$ cat config.mk
export PLATFORM = sky130hd
export DESIGN_NAME = claw_mechanism_flat
export DESIGN_NICKNAME = d
export VERILOG_FILES = /design/src/rtl/claw_mechanism_if.sv /design/src/rtl/claw_mechanism.sv /design/src/flat_wrapper.sv
export SDC_FILE = /design/constraint.sdc
export NUM_CORES = 1
export LEC_CHECK = 0
export CAP_MARGIN = 20
export CORE_ASPECT_RATIO = 0.75
export CORE_UTILIZATION = 45
export CTS_CLUSTER_SIZE = 20
export DETAILED_ROUTE_END_ITERATION = 7
export GPL_ROUTABILITY_DRIVEN = 0
export MAX_ROUTING_LAYER = met4
export PLACE_DENSITY = 0.67
export SLEW_MARGIN = 30
export SYNTH_ARGS = -nofsm -noshare
export SYNTH_HDL_FRONTEND = slang
export SYNTH_SLANG_ARGS = --single-unit
$ cat constraint.sdc
create_clock -name clk -period 2.15 [get_ports clk]
set_input_delay 0.215 -clock clk [delete_from_list [all_inputs] [get_ports clk]]
set_output_delay 0.215 -clock clk [all_outputs]
set_load 0.02 [all_outputs]
$ cat src/rtl/claw_mechanism_if.sv
// rtl/claw_mechanism_if.sv - Command and sensor bundle between the claw machine panel and the claw mechanism
interface claw_mechanism_if;
    logic       Claw_l;
    logic       Claw_r;
    logic       Claw_f;
    logic       Claw_b;
    logic       Return;
    logic       Down;
    logic       Rise;
    logic       Open;
    logic       Tight;
    logic       Loose;
    logic       Release;
    logic       Touch;
    logic       Top;
    logic       Origin;
    logic       Drop;
    logic [2:0] pos_x;
    logic [2:0] pos_y;
    logic [2:0] pos_z;
    logic       holding;

    modport master (
        output Claw_l, Claw_r, Claw_f, Claw_b,
        output Return, Down, Rise,
        output Open, Tight, Loose, Release,
        input  Touch, Top, Origin, Drop,
        input  pos_x, pos_y, pos_z, holding
    );

    modport slave (
        input  Claw_l, Claw_r, Claw_f, Claw_b,
        input  Return, Down, Rise,
        input  Open, Tight, Loose, Release,
        output Touch, Top, Origin, Drop,
        output pos_x, pos_y, pos_z, holding
    );
endinterface

$ cat src/rtl/claw_mechanism.sv
// rtl/claw_mechanism.sv - Claw machine mechanism model (XY gantry, Z hoist, gripper, prize chute); optional CLAW_PRIZE_MAP_EN
module claw_mechanism #(
    parameter int          XMAX      = 7,
    parameter int          YMAX      = 7,
    parameter int          ZDEPTH    = 6,
    parameter int          STEP_CYC  = 2,
    parameter int          DROP_CYC  = 3,
    parameter logic [63:0] PRIZE_MAP = 64'h0000_0018_1800_0000
) (
    input  logic            clk,
    input  logic            rst,
    claw_mechanism_if.slave bus
);

    localparam logic [2:0] S_IDLE     = 3'd0;
    localparam logic [2:0] S_MOVE     = 3'd1;
    localparam logic [2:0] S_LOWER    = 3'd2;
    localparam logic [2:0] S_BOTTOM   = 3'd3;
    localparam logic [2:0] S_RAISE    = 3'd4;
    localparam logic [2:0] S_HOMING   = 3'd5;
    localparam logic [2:0] S_DROPPING = 3'd6;

    logic [2:0]  state;
    logic [2:0]  state_nx;
    logic [15:0] presc;
    logic [15:0] drop_cnt;
    logic [2:0]  pos_x;
    logic [2:0]  pos_y;
    logic [2:0]  pos_z;
    logic        holding;
    logic        touch;
    logic        top;
    logic        origin;
    logic        drop_n;
    logic        ret_q;

    logic step;
    logic counting;
    logic at_origin;
    logic at_top;
    logic ret_ok;
    logic down_ok;
    logic drop_req;
    logic x_inc;
    logic x_dec;
    logic y_inc;
    logic y_dec;
    logic any_move;
    logic tight_ok;

    assign step      = (presc == 16'(STEP_CYC - 1));
    assign counting  = (state == S_MOVE) || (state == S_LOWER) ||
                       (state == S_RAISE) || (state == S_HOMING);
    assign at_origin = (pos_x == 3'd0) && (pos_y == 3'd0);
    assign at_top    = (pos_z == 3'd0);
    assign ret_ok    = bus.Return && at_top;
    assign down_ok   = bus.Down && at_top;
    assign drop_req  = holding && at_origin && at_top && (bus.Release || bus.Open);

    // Opposing commands on one axis cancel; saturation is folded in so a
    // pinned axis does not keep the gantry in MOVE.
    assign x_inc    = bus.Claw_r && !bus.Claw_l && (pos_x != 3'(XMAX));
    assign x_dec    = bus.Claw_l && !bus.Claw_r && (pos_x != 3'd0);
    assign y_inc    = bus.Claw_b && !bus.Claw_f && (pos_y != 3'(YMAX));
    assign y_dec    = bus.Claw_f && !bus.Claw_b && (pos_y != 3'd0);
    assign any_move = x_inc || x_dec || y_inc || y_dec;

`ifdef CLAW_PRIZE_MAP_EN
    assign tight_ok = PRIZE_MAP[{pos_y, pos_x}];
`else
    logic unused_prize_map;
    assign tight_ok         = 1'b1;
    assign unused_prize_map = ^PRIZE_MAP;
`endif

    // Next-state selection; IDLE/MOVE arbitrate Return > Rise > Down > drop > moves.
    always_comb begin
        state_nx = state;
        case (state)
            S_IDLE, S_MOVE: begin
                if (ret_ok)
                    state_nx = at_origin ? S_IDLE : S_HOMING;
                else if (bus.Rise)
                    state_nx = S_IDLE;
                else if (down_ok)
                    state_nx = S_LOWER;
                else if ((state == S_IDLE) && drop_req)
                    state_nx = S_DROPPING;
                else if (any_move && at_top)
                    state_nx = S_MOVE;
                else
                    state_nx = S_IDLE;
            end
            S_LOWER: begin
                if (step && (pos_z == 3'(ZDEPTH - 1)))
                    state_nx = S_BOTTOM;
            end
            S_BOTTOM: begin
                if (bus.Rise)
                    state_nx = S_RAISE;
            end
            S_RAISE: begin
                if (step && (pos_z == 3'd1))
                    state_nx = S_IDLE;
            end
            S_HOMING: begin
                if (step && (pos_x <= 3'd1) && (pos_y <= 3'd1))
                    state_nx = S_IDLE;
            end
            S_DROPPING: begin
                if (drop_cnt == 16'(DROP_CYC - 1))
                    state_nx = S_IDLE;
            end
            default: state_nx = S_IDLE;
        endcase
    end

    // State register and step prescaler; any state change restarts the prescaler.
    always_ff @(posedge clk or posedge rst) begin
        if (rst) begin
            state <= S_IDLE;
            presc <= 16'd0;
        end else begin
            state <= state_nx;
            if (state_nx != state)
                presc <= 16'd0;
            else if (counting)
                presc <= step ? 16'd0 : presc + 16'd1;
            else
                presc <= 16'd0;
        end
    end

    // Mechanism datapath: positions, gripper, chute and one-cycle sensor pulses.
    always_ff @(posedge clk or posedge rst) begin
        if (rst) begin
            pos_x    <= 3'd0;
            pos_y    <= 3'd0;
            pos_z    <= 3'd0;
            holding  <= 1'b0;
            touch    <= 1'b0;
            top      <= 1'b0;
            origin   <= 1'b0;
            drop_n   <= 1'b1;
            drop_cnt <= 16'd0;
            ret_q    <= 1'b0;
        end else begin
            touch  <= 1'b0;
            top    <= 1'b0;
            origin <= 1'b0;
            ret_q  <= bus.Return;
            case (state)
                S_IDLE, S_MOVE: begin
                    if (ret_ok) begin
                        // Held Return at origin reports once, not every cycle.
                        if (at_origin && !ret_q)
                            origin <= 1'b1;
                    end else if (!bus.Rise && !down_ok) begin
                        if ((state == S_IDLE) && drop_req) begin
                            holding  <= 1'b0;
                            drop_n   <= 1'b0;
                            drop_cnt <= 16'd0;
                        end else if ((state == S_MOVE) && step && at_top) begin
                            if (x_inc)
                                pos_x <= pos_x + 3'd1;
                            else if (x_dec)
                                pos_x <= pos_x - 3'd1;
                            if (y_inc)
                                pos_y <= pos_y + 3'd1;
                            else if (y_dec)
                                pos_y <= pos_y - 3'd1;
                        end
                    end
                end
                S_LOWER: begin
                    if (step) begin
                        pos_z <= pos_z + 3'd1;
                        if (pos_z == 3'(ZDEPTH - 1))
                            touch <= 1'b1;
                    end
                end
                S_BOTTOM: begin
                    if (bus.Tight && tight_ok)
                        holding <= 1'b1;
                    if (bus.Open)
                        holding <= 1'b0;
                end
                S_RAISE: begin
                    if (bus.Loose)
                        holding <= 1'b0;
                    if (step) begin
                        pos_z <= pos_z - 3'd1;
                        if (pos_z == 3'd1)
                            top <= 1'b1;
                    end
                end
                S_HOMING: begin
                    if (step) begin
                        if (pos_x != 3'd0)
                            pos_x <= pos_x - 3'd1;
                        if (pos_y != 3'd0)
                            pos_y <= pos_y - 3'd1;
                        if ((pos_x <= 3'd1) && (pos_y <= 3'd1))
                            origin <= 1'b1;
                    end
                end
                S_DROPPING: begin
                    if (drop_cnt == 16'(DROP_CYC - 1))
                        drop_n <= 1'b1;
                    else
                        drop_cnt <= drop_cnt + 16'd1;
                end
                default: ;
            endcase
        end
    end

    assign bus.pos_x   = pos_x;
    assign bus.pos_y   = pos_y;
    assign bus.pos_z   = pos_z;
    assign bus.holding = holding;
    assign bus.Touch   = touch;
    assign bus.Top     = top;
    assign bus.Origin  = origin;
    assign bus.Drop    = drop_n;

endmodule

$ cat src/flat_wrapper.sv
// flat-port wrapper written by rule: the top's interface ports become plain ports
module claw_mechanism_flat 
#(
    parameter int          XMAX      = 7,
    parameter int          YMAX      = 7,
    parameter int          ZDEPTH    = 6,
    parameter int          STEP_CYC  = 2,
    parameter int          DROP_CYC  = 3,
    parameter logic [63:0] PRIZE_MAP = 64'h0000_0018_1800_0000
)
  (clk, rst, bus_Claw_l, bus_Claw_r, bus_Claw_f, bus_Claw_b, bus_Return, bus_Down, bus_Rise, bus_Open, bus_Tight, bus_Loose, bus_Release, bus_Touch, bus_Top, bus_Origin, bus_Drop, bus_pos_x, bus_pos_y, bus_pos_z, bus_holding);
  claw_mechanism_if bus_i ();
  input  logic clk;
  input  logic rst;
  input wire logic [$bits(bus_i.Claw_l)-1:0] bus_Claw_l;
  input wire logic [$bits(bus_i.Claw_r)-1:0] bus_Claw_r;
  input wire logic [$bits(bus_i.Claw_f)-1:0] bus_Claw_f;
  input wire logic [$bits(bus_i.Claw_b)-1:0] bus_Claw_b;
  input wire logic [$bits(bus_i.Return)-1:0] bus_Return;
  input wire logic [$bits(bus_i.Down)-1:0] bus_Down;
  input wire logic [$bits(bus_i.Rise)-1:0] bus_Rise;
  input wire logic [$bits(bus_i.Open)-1:0] bus_Open;
  input wire logic [$bits(bus_i.Tight)-1:0] bus_Tight;
  input wire logic [$bits(bus_i.Loose)-1:0] bus_Loose;
  input wire logic [$bits(bus_i.Release)-1:0] bus_Release;
  output wire logic [$bits(bus_i.Touch)-1:0] bus_Touch;
  output wire logic [$bits(bus_i.Top)-1:0] bus_Top;
  output wire logic [$bits(bus_i.Origin)-1:0] bus_Origin;
  output wire logic [$bits(bus_i.Drop)-1:0] bus_Drop;
  output wire logic [$bits(bus_i.pos_x)-1:0] bus_pos_x;
  output wire logic [$bits(bus_i.pos_y)-1:0] bus_pos_y;
  output wire logic [$bits(bus_i.pos_z)-1:0] bus_pos_z;
  output wire logic [$bits(bus_i.holding)-1:0] bus_holding;
  assign bus_i.Claw_l = bus_Claw_l;
  assign bus_i.Claw_r = bus_Claw_r;
  assign bus_i.Claw_f = bus_Claw_f;
  assign bus_i.Claw_b = bus_Claw_b;
  assign bus_i.Return = bus_Return;
  assign bus_i.Down = bus_Down;
  assign bus_i.Rise = bus_Rise;
  assign bus_i.Open = bus_Open;
  assign bus_i.Tight = bus_Tight;
  assign bus_i.Loose = bus_Loose;
  assign bus_i.Release = bus_Release;
  assign bus_Touch = bus_i.Touch;
  assign bus_Top = bus_i.Top;
  assign bus_Origin = bus_i.Origin;
  assign bus_Drop = bus_i.Drop;
  assign bus_pos_x = bus_i.pos_x;
  assign bus_pos_y = bus_i.pos_y;
  assign bus_pos_z = bus_i.pos_z;
  assign bus_holding = bus_i.holding;
  claw_mechanism #(.XMAX(XMAX), .YMAX(YMAX), .ZDEPTH(ZDEPTH), .STEP_CYC(STEP_CYC), .DROP_CYC(DROP_CYC), .PRIZE_MAP(PRIZE_MAP)) u_core (.clk(clk), .rst(rst), .bus(bus_i));
endmodule
---- Yosys cells after proc, flatten, opt, wreduce, memory -nomap -nowiden ----
Index checks and enable logic that the tools add are counted.
storage, ports and cells
  output and inout port bits .............. 14
  logic and storage cells ................. 168
  flip-flop bits (word level) ............. 50
  input port bits ......................... 13
operators by class
  $lt $le $gt $ge ......................... 2
  equality and inequality tests ........... 29
  multiplexer cells ....................... 61
  add/sub/neg operators ................... 8
  reduce and logical (&&, ||, !) cells .... 56
operators by type and width
  cell                                              number
  2-to-1 mux 16 bit                                 7
  2-to-1 mux 3 bit                                  28
  adder 16 x 1 -> 16 bit, second input constant     2
  one-hot mux 16 bit (2 select lines)               1
  logical AND 1 bit                                 25
  2-to-1 mux 1 bit                                  18
  one-hot mux 3 bit (2 select lines)                3
  one-hot mux 3 bit (6 select lines)                1
  == test 16 x 1 -> 1 bit, second input constant    1
  == test 16 x 2 -> 1 bit, second input constant    1
  AND reduction 8 bit                               2
  != test 2 x 1 -> 1 bit, second input constant     7
  == test 3 bit, second input constant              4
  logical NOT 3 bit                                 4
  != test 2 bit, second input constant              6
  AND reduction 5 bit                               2
  adder 3 x 1 -> 3 bit, second input constant       3
  != test 3 bit, second input constant              3
  nonzero test 3 bit                                3
  subtractor 3 x 1 -> 3 bit, second input constant  3
  logical NOT 1 bit                                 7
  logical OR 1 bit                                  7
  == test 3 x 1 -> 1 bit, second input constant     2
  == test 3 x 2 -> 1 bit, second input constant     2
  other kinds (9)                                   14

---- Longest topological paths before layout ----
  depth in word-level cells ............... 15
  gate-level depth with buffers ........... 9
  mapped depth without buffers ............ 8

---- Worst setup path after synthesis ----
OpenSTA, ideal clock, no wires.
  kind .................................... reg-to-reg
  from .................................... reg u_core.pos_x[0], in the netlist u_core.bus.pos_x[0]
  to ...................................... reg u_core.drop_cnt[8]
  cell stages (with the launch flop) ...... 10
  library setup time ...................... 78 ps
  slack ................................... -201 ps
  period minus slack after synthesis ...... 2351 ps
  data arrival time ....................... 2273 ps
  cells stage by stage .................... dfrtp_1 inv_1 ha_1 nor4bb_1 nand2b_1 nor4_1 nor2_1 clkbuf_1 or3_1 a21oi_1
between the ends
  cells in the longest elaborated chain, start to end .. 8
RTL lines
  item                              line                   source
  start: declaration                claw_mechanism.sv:27   logic [2:0] pos_x;
  start signal: assignment          claw_mechanism.sv:165  pos_x <= pos_x + 3'd1;
  start signal: assignment          claw_mechanism.sv:167  pos_x <= pos_x - 3'd1;
  start signal: assignment          claw_mechanism.sv:200  pos_x <= pos_x - 3'd1;
  logical NOT 3 bit                 claw_mechanism.sv:54   assign at_origin = (pos_x == 3'd0) && (pos_y == 3'd0);
  logical AND 1 bit                 claw_mechanism.sv:54
  logical AND 1 bit (3 in a row)    claw_mechanism.sv:58   assign drop_req = holding && at_origin && at_top && (bus.Release || bus.Open);
  logical AND 1 bit                 claw_mechanism.sv:159  if ((state == S_IDLE) && drop_req) begin
  != test 2 x 1 -> 1 bit (no line)  -
  AND reduction 5 bit (no line)     -
  end signal: assignment            claw_mechanism.sv:211  drop_cnt <= drop_cnt + 16'd1;
  end: declaration                  claw_mechanism.sv:26   logic [15:0] drop_cnt;
Every way passes these cells.
A chain may end at the register's enable or synchronous reset.

---- Final worst setup path ----
  from .................................... reg u_core.pos_x[0], in the netlist u_core.bus.pos_x[0]
  to ...................................... reg u_core.presc[13]
between the ends
  cells in the longest elaborated chain, start to end .. 14
  elaborated cells between the ends (all ways) .. 27
  classes of those cells .................. order compare: 1; eq/ne: 2; mux: 9; reduce/logical: 15
RTL lines
  item                                                        line                                        source
  != test 3 bit / nonzero test 3 bit (equally long branches)  claw_mechanism.sv:62, claw_mechanism.sv:63
  logical AND 1 bit, on equally long branches                 claw_mechanism.sv:62, claw_mechanism.sv:63
  logical OR 1 bit (3 in a row)                               claw_mechanism.sv:66                        assign any_move = x_inc || x_dec || y_inc || y_dec;
  logical AND 1 bit                                           claw_mechanism.sv:89                        else if (any_move && at_top)
  2-to-1 mux 1 bit                                            claw_mechanism.sv:89
  2-to-1 mux 3 bit                                            claw_mechanism.sv:87                        else if ((state == S_IDLE) && drop_req)
  2-to-1 mux 3 bit                                            claw_mechanism.sv:85                        else if (down_ok)
  2-to-1 mux 3 bit                                            claw_mechanism.sv:83                        else if (bus.Rise)
  2-to-1 mux 3 bit                                            claw_mechanism.sv:81                        if (ret_ok)
  one-hot mux 3 bit (6 select lines) *                        claw_mechanism.sv:79                        case (state)
  != test 3 bit *                                             claw_mechanism.sv:125                       if (state_nx != state)
  2-to-1 mux 16 bit *                                         claw_mechanism.sv:125
  end signal: assignment                                      claw_mechanism.sv:128                       presc <= step ? 16'd0 : presc + 16'd1;
  end: declaration                                            claw_mechanism.sv:25                        logic [15:0] presc;
Every way passes the cells marked *; elsewhere a longest branch is shown, timed or not.

==> results.cfg <==
[route]
drtIter0Drc = 97
route.detailed.drc = 0
wl_per_cell_um = 16.2
viasPerCell = 5.55
drt_pass1_iterations = 5
wl_um = 8350
dr_total_vias = 2862
postRouteAntennaNets = 0

[yosys]
postSynth.asyncResetShare_pct = 100
yosysSeqAreaShare_pct = 41.5
syn-num-nets = 353
synth.ff_latch_count = 50
avgSynthCellArea_um2 = 9.34
synth_edf_count = 0
syn-cell-area_um2 = 3020
yosys_warnings = 0
synthCells = 323
netlist-cell-type-count = 51
synth_flop_cell = dfrtp_1

[timing]
tightest_slew_ps = 542
fmaxAchievable_mhz = 437
tns_ps = -2120
final_hold_viol_count = 0
fin_skew_ps = 7.94
setup_viol = 26
fin_crit_sh_pct = 107
min_period_ps = 2290
maxSlewHeadroom_pct = 63.5
slew_violations = 0
setup_slack_ps = -141
rsz0062_at_grt = true

[placement]
port_buffers = 26
hpwlAfterDp_um = 5540
place_area_um2 = 3920

[finish]
antenna_cells = 0
fin_area_um2 = 4510
layout-drive-gt1-share_pct = 36.1
area_growth_syn_to_layout_pct = 49.6
nets = 464

[clocking]
clkLatencyLatePin_ps = 320
ctsHtreeMaxLevel = 2
clkSinkCount = 50
ctsHoldBuffers = 0
numCtsBuffers = 5
tritoncts = yes
cts.path.max_buffers = 2
path_clk_slew_ps = 100
cts_root_buffer = clkbuf_8

[pwr]
p_sw_share_pct = 40.9
ir_drop_uv = 724
power.leakage_nw = 1.97
power_frac_seq_pct = 25.8
switchingPower_mw = 2.03
cell_internal_pwr_mw = 2.92
combPwrFrac_pct = 59.7
power.density_nw_per_um2 = 1100
clkPwrFrac_pct = 14.5

[worst_setup_path]
crit_fanout = 7
critical_path_class = reg2reg
cp_data_required_time_ps = 2360
worst_ep_arrival_time_ps = 2500
critPathCaptureType = register
startpoint_type = register

[die]
core_area_um2 = 6380
start_util_pct = 47.3
die_h_um = 72.9
die_width_um = 96.5
dieArea_um2 = 7040
pin_count = 27
rows = 25

[global_route]
antenna_found_initial = 0
grt_usage_pct = 24.8
grt_pass1_wl_um = 13100
grt_start_max_net_pins = 24
grt_overflow = 0
grt_pass1_vias = 2818

[min_path]
hold_class = in2async

[flow_run]
cap_violations = 0

[run_status]
violations = setup timing
run_status = finished with violations
==> registers in the layout, indices dropped and copies added, names as in the netlist <==
signal,count
u_core.presc,16
u_core.bus.pos_z,3
u_core.bus.pos_y,3
u_core.state,3
u_core.bus.Origin,1
u_core.bus.pos_x,3
u_core.bus.holding,1
u_core.ret_q,1
u_core.bus.Drop,1
u_core.bus.Touch,1
u_core.drop_cnt,16
u_core.bus.Top,1
==> layout make-up <==
| class | count | area, µm² |
|---|---|---|
| timing repair buffer | 113 | 1010 |
| tap | 81 | 101 |
| clock inverter | 1 | 30.0 |
| fill | 473 | 1870 |
| clock buffer | 7 | 86.3 |
| inverter | 16 | 60.1 |
| sequential | 50 | 1260 |
| multi-input combinational | 248 | 1970 |
==> metrics by stage <==
step                      worst slack [ps]  util (%)  total power [mW]  hold slack (ps)  cells
final                                 -141      70.7              4.95              218    516
after floorplan                      -66.9         -              2.60              246    323
after global placement                -276      61.4              3.51              488    488
after global routing                  -222      70.7              5.22              277    516
after detailed placement              -376      61.4              3.58              499    488
after CTS                            -84.6      66.6              4.51              239    509
==> cells in the mapped netlist (3+ instances only) <==
cell type | instances | area, µm²
a211oi_1 | 3 | 22.5
a21oi_1 | 11 | 55.1
a31oi_1 | 5 | 31.3
and2_1 | 3 | 18.8
and3_1 | 5 | 31.3
and4_1 | 3 | 26.3
buf_6 | 3 | 33.8
clkbuf_1 | 6 | 22.5
dfrtp_1 | 49 | 1230
ha_1 | 17 | 213
inv_1 | 16 | 60.1
nand2_1 | 19 | 71.3
nand2b_1 | 6 | 37.5
nand3_1 | 16 | 80.1
nand4_1 | 6 | 37.5
nor2_1 | 32 | 120
nor2b_1 | 4 | 25.0
nor3_1 | 23 | 115
nor3b_1 | 6 | 45.0
nor4_1 | 6 | 37.5
nor4b_1 | 3 | 26.3
o2111ai_1 | 3 | 26.3
o21ai_0 | 12 | 60.1
or3_1 | 3 | 18.8
or4_1 | 3 | 22.5
xnor2_1 | 18 | 158
xor2_1 | 12 | 105
==> routing by layer <==
metal	GRT usage [%]	up-vias	wire, µm
li1	-	1375	-
met1	32.8	1420	3720
met2	39.8	57	4140
met3	3.85	10	387
met4	6.70	0	98
met5	-	-	0
==> cells by family after synthesis <==
group | count (synthesis) | share of synthesized area (%)
XOR/XNOR | 31 | 9.62
adder cells (fa/ha/maj) | 17 | 7.05
AND/OR/NAND/NOR | 147 | 26.3
AO/OA/AOI/OAI | 52 | 11.5
buffers and inverters | 26 | 4.02
flip-flops | 50 | 41.5
==> power groups by stage <==
| stage | Combinational [mW] | Clock, mW | Sequential (mW) |
|---|---|---|---|
| after floorplan | 1.17 | 0 | 1.43 |
| after global placement | 2.22 | 0 | 1.28 |
| final | 2.95 | 0.717 | 1.28 |
| after global routing | 3.17 | 0.750 | 1.30 |
| after CTS | 2.53 | 0.714 | 1.27 |
| after detailed placement | 2.28 | 0 | 1.29 |
==> path summary, 6_finish.rpt <==
check / start / to / slack [ps] / cells past startpoint
min in group clk: bus_Open / u_core.bus.holding / 480 / 2
max: u_core.bus.pos_x[0] / u_core.presc[13] / -140 / 9
min reg2reg: u_core.bus.Drop / u_core.bus.Drop / 530 / 2
min: rst / u_core.drop_cnt[2] / 220 / 2
max reg2reg: u_core.bus.pos_x[0] / u_core.presc[13] / -140 / 9
max in group asynchronous: rst / u_core.bus.Origin / 1380 / 3
==> cells in the final DEF, fill, tap and decap left out, types with 5 or more instances in the layout <==
cell	count
a21oi_1	7
and3_1	5
buf_4	74
buf_6	8
clkbuf_8	6
clkdlybuf4s50_1	26
dfrtp_1	45
ha_1	14
inv_1	11
inv_2	5
nand2_1	19
nand2b_1	5
nand3_1	14
nand4_1	6
nor2_1	29
nor3_1	10
nor3_2	10
o21ai_0	12
xnor2_1	18
xor2_1	12
==> worst max-delay path, cell delays in order (launching register included) <==
cell	delay [ps]
dfrtp_2	440
ha_1	210
ha_2	170
nor3b_2	210
a31oi_2	70
a221o_1	350
and4bb_4	230
xnor2_4	230
buf_6	190
nor3_2	60
==> repair_timing <==
action                                  in CTS  in global routing
buffers inserted                            12                  6
cloned                                       1                  2
pin swaps                                   11                 13
endpoints found under the setup margin      36                 37
gates resized for setup                     22                 41
Power figures use the tool's default switching activity.
